--- src/rtl/bram_ctrl_if.sv ---
// Bus bundle between the address decoder / bram array and bram_ctrl.
// The slave modport is the controller's view. The master modport is the environment's view:
// the decoder request side and the bram array together.
interface bram_ctrl_if #(
  parameter int unsigned bram_depth = 10
) ();

  // Decoder request / response
  logic                  mem_valid;
  logic                  mem_instr;
  logic [31:0]           mem_addr;
  logic [31:0]           mem_wdata;
  logic [3:0]            mem_wstrb;
  logic [31:0]           mem_rdata;
  logic                  mem_ready;

  // Synchronous array port
  logic                  bram_wen;
  logic [bram_depth-1:0] bram_waddr;
  logic [bram_depth-1:0] bram_raddr;
  logic [31:0]           bram_wdata;
  logic [3:0]            bram_wstrb;
  logic [31:0]           bram_rdata;

  modport slave (
    input  mem_valid,
    input  mem_instr,
    input  mem_addr,
    input  mem_wdata,
    input  mem_wstrb,
    output mem_rdata,
    output mem_ready,
    output bram_wen,
    output bram_waddr,
    output bram_raddr,
    output bram_wdata,
    output bram_wstrb,
    input  bram_rdata
  );

  modport master (
    output mem_valid,
    output mem_instr,
    output mem_addr,
    output mem_wdata,
    output mem_wstrb,
    input  mem_rdata,
    input  mem_ready,
    input  bram_wen,
    input  bram_waddr,
    input  bram_raddr,
    input  bram_wdata,
    input  bram_wstrb,
    output bram_rdata
  );

endinterface

--- src/rtl/bram_ctrl.sv ---
// bram_ctrl: turns single-cycle decoder requests into registered bram strobes.
// It can insert optional wait states and squashes out-of-range accesses.
// It returns exactly one mem_ready pulse per accepted request.
module bram_ctrl #(
  parameter int unsigned bram_depth  = 10,
  parameter int unsigned wait_states = 0
) (
  input  logic     clk,
  input  logic     rst,
  bram_ctrl_if.slave bus
);

  localparam int unsigned CNT_W = 4;
  localparam logic [CNT_W-1:0] WS = CNT_W'(wait_states);

  typedef enum logic [1:0] {
    S_IDLE,
    S_WAIT,
    S_ACCESS,
    S_RESP
  } state_t;

  state_t                state;
  logic [CNT_W-1:0]      cnt;

  // Request registers captured at accept time
  logic [bram_depth-1:0] req_word;
  logic [31:0]           req_wdata;
  logic [3:0]            req_wstrb;
  logic                  req_instr;
  logic                  req_inrange;
  logic                  req_write;

  // Decode of the live request, only sampled in IDLE
  logic [bram_depth-1:0] in_word;
  logic                  in_inrange;
  logic                  in_write;
  logic [1:0]            unused_addr_lsb;

  // Byte offset within the word has no meaning for word access
  assign unused_addr_lsb = bus.mem_addr[1:0];

  // Word index, range and write qualification of the incoming request
  assign in_word    = bus.mem_addr[bram_depth+1:2];
  assign in_inrange = (bus.mem_addr[31:bram_depth+2] == '0);
  assign in_write   = (bus.mem_wstrb != 4'd0) && !bus.mem_instr;

  // A fetch never writes, even with strobes set
  assign req_write = (req_wstrb != 4'd0) && !req_instr;

  // Read data gated by state: only in-range reads expose the array output
  assign bus.mem_rdata = (state == S_RESP && req_inrange && !req_write) ? bus.bram_rdata : 32'd0;

  // Request FSM with registered bram strobes and ready pulse
  always_ff @(posedge clk or posedge rst) begin
    if (rst) begin
      state          <= S_IDLE;
      cnt            <= '0;
      req_word       <= '0;
      req_wdata      <= '0;
      req_wstrb      <= '0;
      req_instr      <= 1'b0;
      req_inrange    <= 1'b0;
      bus.mem_ready  <= 1'b0;
      bus.bram_wen   <= 1'b0;
      bus.bram_waddr <= '0;
      bus.bram_raddr <= '0;
      bus.bram_wdata <= '0;
      bus.bram_wstrb <= '0;
    end else begin
      bus.mem_ready <= 1'b0;
      bus.bram_wen  <= 1'b0;
      case (state)
        S_IDLE: begin
          if (bus.mem_valid) begin
            req_word    <= in_word;
            req_wdata   <= bus.mem_wdata;
            req_wstrb   <= bus.mem_wstrb;
            req_instr   <= bus.mem_instr;
            req_inrange <= in_inrange;
            if (WS != '0) begin
              cnt   <= WS - CNT_W'(1);
              state <= S_WAIT;
            end else begin
              // No wait states: present the access straight from the request
              bus.bram_waddr <= in_word;
              bus.bram_raddr <= in_word;
              bus.bram_wdata <= bus.mem_wdata;
              bus.bram_wstrb <= bus.mem_wstrb;
              bus.bram_wen   <= in_write && in_inrange;
              state          <= S_ACCESS;
            end
          end
        end
        S_WAIT: begin
          if (cnt == '0) begin
            bus.bram_waddr <= req_word;
            bus.bram_raddr <= req_word;
            bus.bram_wdata <= req_wdata;
            bus.bram_wstrb <= req_wstrb;
            bus.bram_wen   <= req_write && req_inrange;
            state          <= S_ACCESS;
          end else begin
            cnt <= cnt - CNT_W'(1);
          end
        end
        S_ACCESS: begin
          bus.mem_ready <= 1'b1;
          state         <= S_RESP;
        end
        S_RESP: begin
          state <= S_IDLE;
        end
        default: begin
          state <= S_IDLE;
        end
      endcase
    end
  end

endmodule

--- src/flat_wrapper.sv ---
// flat-port wrapper written by rule: the top's interface ports become plain ports
module bram_ctrl_flat 
#(
  parameter int unsigned bram_depth  = 10,
  parameter int unsigned wait_states = 0
)
  (clk, rst, bus_mem_valid, bus_mem_instr, bus_mem_addr, bus_mem_wdata, bus_mem_wstrb, bus_mem_rdata, bus_mem_ready, bus_bram_wen, bus_bram_waddr, bus_bram_raddr, bus_bram_wdata, bus_bram_wstrb, bus_bram_rdata);
  bram_ctrl_if #(.bram_depth(bram_depth)) bus_i ();
  input  logic clk;
  input  logic rst;
  input wire logic [$bits(bus_i.mem_valid)-1:0] bus_mem_valid;
  input wire logic [$bits(bus_i.mem_instr)-1:0] bus_mem_instr;
  input wire logic [$bits(bus_i.mem_addr)-1:0] bus_mem_addr;
  input wire logic [$bits(bus_i.mem_wdata)-1:0] bus_mem_wdata;
  input wire logic [$bits(bus_i.mem_wstrb)-1:0] bus_mem_wstrb;
  output wire logic [$bits(bus_i.mem_rdata)-1:0] bus_mem_rdata;
  output wire logic [$bits(bus_i.mem_ready)-1:0] bus_mem_ready;
  output wire logic [$bits(bus_i.bram_wen)-1:0] bus_bram_wen;
  output wire logic [$bits(bus_i.bram_waddr)-1:0] bus_bram_waddr;
  output wire logic [$bits(bus_i.bram_raddr)-1:0] bus_bram_raddr;
  output wire logic [$bits(bus_i.bram_wdata)-1:0] bus_bram_wdata;
  output wire logic [$bits(bus_i.bram_wstrb)-1:0] bus_bram_wstrb;
  input wire logic [$bits(bus_i.bram_rdata)-1:0] bus_bram_rdata;
  assign bus_i.mem_valid = bus_mem_valid;
  assign bus_i.mem_instr = bus_mem_instr;
  assign bus_i.mem_addr = bus_mem_addr;
  assign bus_i.mem_wdata = bus_mem_wdata;
  assign bus_i.mem_wstrb = bus_mem_wstrb;
  assign bus_mem_rdata = bus_i.mem_rdata;
  assign bus_mem_ready = bus_i.mem_ready;
  assign bus_bram_wen = bus_i.bram_wen;
  assign bus_bram_waddr = bus_i.bram_waddr;
  assign bus_bram_raddr = bus_i.bram_raddr;
  assign bus_bram_wdata = bus_i.bram_wdata;
  assign bus_bram_wstrb = bus_i.bram_wstrb;
  assign bus_i.bram_rdata = bus_bram_rdata;
  bram_ctrl #(.bram_depth(bram_depth), .wait_states(wait_states)) u_core (.clk(clk), .rst(rst), .bus(bus_i));
endmodule
--- config.mk ---
export PLATFORM = sky130hd
export DESIGN_NAME = bram_ctrl_flat
export DESIGN_NICKNAME = d
export VERILOG_FILES = /design/src/rtl/bram_ctrl_if.sv /design/src/rtl/bram_ctrl.sv /design/src/flat_wrapper.sv
export SDC_FILE = /design/constraint.sdc
export NUM_CORES = 1
export LEC_CHECK = 0
export BUFFER_PORTS_ARGS = -buffer_cell sky130_fd_sc_hd__buf_2
export CORE_MARGIN = 4
export CORE_UTILIZATION = 51
export DETAILED_ROUTE_END_ITERATION = 10
export PLACE_DENSITY_LB_ADDON = 0.1
export SYNTH_ARGS = -nofsm -noshare
export SYNTH_HDL_FRONTEND = slang
export SYNTH_SLANG_ARGS = --single-unit
export TNS_END_PERCENT = 20
--- constraint.sdc ---
create_clock -name clk -period 8.65 [get_ports clk]
set_input_delay 1.73 -clock clk [delete_from_list [all_inputs] [get_ports clk]]
set_output_delay 1.73 -clock clk [all_outputs]
set_load 0.01 [all_outputs]
==> metrics.md <==
| Metric | Value |
|---|---|
| Outcome | `finished, final reports clean` |
| Worst r2r src | `u_core.cnt[0]$_DFFE_PP0P_` |
| N_diodes | `0` |
| Unrepaired setup endpoints after global routing | `no` |
| Most common cell after layout, fill and taps aside | `buf_2` |
| Post-synthesis cell count | `493` |
| H-tree levels | `3` |
| Maximum VDD drop | `0.1823 mV` |
| Actual slew at the worst max-slew pin | `1042 ps` |
| EDFF count, synth | `0` |
| Post-Syn Area | `4413 sq um` |
| Share of layout cells above drive strength 1 | `32.68%` |
| Clock Tree Root | `clkbuf_8` |
| Final core occ | `66.43%` |
| Die Width | `101.0 microns` |
| Die Ht | `101.0 microns` |
| Drt via density | `5.082` |
| Max FO, Critical Path | `1` |
| Drt wl/cell | `14.68 microns` |
| CTS buffer count | `9` |
| 1st-pass router iterations | `4` |
| Post-DRT Antenna Nets | `0` |
| Crit-path slowest cell | `and2_1` |
| CP Cell Sequence | `buf_2 > and2_1 > buf_2` |
| Fmax | `258.8 MHz` |
| # setup viols final | `0` |
| WS Path Type | `input port to output port` |
| CP startpoint | `bus_bram_rdata[8]` |
| Max-cap violations | `0` |
| Core outline area | `8299 sq um` |
| Slew Limit Fails | `0` |
| Hold Crit Depth | `2` |
| DRC viols | `0` |
| Gpl congestion | `0.7415` |
| Slew margin rel. | `30.26%` |
| Clk pwr share | `16.7%` |
| Total gr overflow | `0` |
| Reg2reg setup slack | `6510 ps` |
| CTS resizes | `0` |
| Nets | `766` |
| Final setup TNS | `0 ps` |
| Ports | `194` |
| CP most frequent cell | `buf_2` |
| Worst R2R Path Depth | `6` |
| Final wirelength | `11290 microns` |
| Post-DP HPWL | `7824 microns` |
| Reg power frac | `44.9%` |
| Worst-Skew Late Latency | `350 ps` |
| Worst Setup End Kind | `output port` |
| Post-synthesis cell type count | `27` |
| Mean Syn Cell Area | `8.951 sq um` |
| Sequential fraction of the synthesis area | `57.84%` |
| Most frequent cells in the layout | `buf_2, nand2_1, dfrtp_1` |
| Placement Rows | `33` |
| Psw | `0.0007141 W` |
| Vias in the first global route | `3905` |
| Warnings, synthesis | `0` |
| Crit-path max cell delay | `160 ps` |
| Logic pwr share | `38.4%` |
| Clock transition at path regs | `80 ps` |
| Static leakage | `2.971 nW` |
| Tot GR Track Use | `22.36%` |
| Initial antenna violation count | `0` |
| Worst EP arrival | `2130 ps` |
| Final hold violation count | `0` |
| Tcrit/Tclk final | `44.67%` |
| Worst min path class | `flop to flop` |
| Max Root-Sink Buffers | `2` |
| Area Overhead vs Synth | `24.92%` |
| #FFs+latches synth | `102` |
| Global-route wire length before repair | `18070 microns` |
| Number of port buffers | `191` |
| Largest net degree at the start of global routing | `95` |
| Hold buffers post-CTS | `0` |
| Ys flop type | `dfrtp_1` |
| Switch share | `38.71%` |
| Mapped Nets | `599` |
| CP startpoint kind | `input port` |
| Req. time, crit path | `6920 ps` |
| Hold WS | `481.8 ps` |
| Initial Util | `53.17%` |
| Internal power | `0.001131 W` |
| Min Tclk post-route | `3864 ps` |
| Clk sink count | `102` |
| Critical Path Sink | `bus_mem_rdata[8]` |
| Via count | `3908` |
| R2r endpoint | `u_core.bus.bram_wdata[5]$_DFFE_PP0P_` |
| CTS tree | `done` |
| 1st-iter DRT viols | `180` |
| Postcts setup bufs | `0` |
| Synth async-reset ratio | `100.0%` |
| Pwr Density | `334.6 nW/um^2` |
| Setup Skew | `13.92 ps` |
| Die ar. | `10210 sq um` |
| Total power | `0.001845 W` |
## per-stage QoR
step	worst slack [ps]	cells	instance area, sq um
finish	4786	769	5513
global route	4779	769	5513
CTS	4794	769	5513
detailed placement	4795	754	5306
global placement	4795	754	5306
floorplan	4245	493	4413
## registers in the layout, summed over array words and instances, names as in the netlist, 2 cells and up
| register | count |
|---|---|
| u_core.cnt | 4 |
| u_core.req_wstrb | 4 |
| u_core.bus.bram_wdata | 32 |
| u_core.bus.bram_wstrb | 4 |
| u_core.state | 2 |
| u_core.bus.bram_waddr | 10 |
| u_core.req_word | 10 |
| u_core.req_wdata | 32 |
## per-layer routing
| metal | share of wire, % | global-route usage [%] | vias up |
|---|---|---|---|
| li1 | - | - | 1914 |
| met1 | 37 | 24.98 | 1839 |
| met2 | 53 | 42.38 | 146 |
| met3 | 9.0 | 4.567 | 9 |
| met4 | 1.1 | 6.851 | 0 |
| met5 | 0 | 0 | - |
## critical path: cells and delay by family
family / cells / cell delay, ps
AND/OR/NAND/NOR: 1 / 160
buffers and inverters: 2 / 250
## cell type report
cell class                 instances  area [sq um]
clock buffer                      11         151.4
tap                              105         131.4
clock inverter                     4         55.05
fill                             731          2786
multi-input combinational        350          1630
inverter                           3         13.76
sequential                       102          2552
timing repair buffer             194         978.4
## cells by family after synthesis
kind of cell    synth area share (%)
compound gates                 7.315
xor+xnor                      0.5955
fa+ha+maj                     0.5670
buf+inv                        5.614
flops                          57.84
simple gates                   28.07
## power by group through the flow
stage          Combinational, W  Sequential [W]  Clock [W]
5_1_grt                0.000812        0.000859   0.000334
3_5_place_dp           0.000721        0.000838          0
6_report               0.000708        0.000828   0.000309
3_3_place_gp           0.000698        0.000828          0
2_1_floorplan          0.000464        0.000872          0
4_1_cts                0.000722        0.000829   0.000317
## how the worst min path moves through the flow
stage,startpoint,end
2_1_floorplan,u_core.req_instr$_DFFE_PP0P_,u_core.req_instr$_DFFE_PP0P_
3_3_place_gp,u_core.req_wdata[11]$_DFFE_PP0P_,u_core.req_wdata[11]$_DFFE_PP0P_
3_5_place_dp,u_core.req_wdata[6]$_DFFE_PP0P_,u_core.req_wdata[6]$_DFFE_PP0P_
4_1_cts,u_core.req_wdata[26]$_DFFE_PP0P_,u_core.req_wdata[26]$_DFFE_PP0P_
5_1_grt,u_core.req_wdata[6]$_DFFE_PP0P_,u_core.req_wdata[6]$_DFFE_PP0P_
6_report,u_core.req_wdata[26]$_DFFE_PP0P_,u_core.req_wdata[26]$_DFFE_PP0P_
## cells in the mapped netlist (3+ instances only)
library cell	n	area [sq um]
dfrtp_1	102	2552
inv_1	3	11.26
buf_4	16	120.1
buf_2	12	60.06
clkbuf_2	3	15.01
nor4_1	7	43.79
clkbuf_1	4	15.01
nor2_1	98	367.9
nand2_1	147	551.8
xnor2_1	3	26.28
o22ai_1	46	287.8
and2_1	32	200.2
Note: power is estimated with default switching activity, not from simulation.
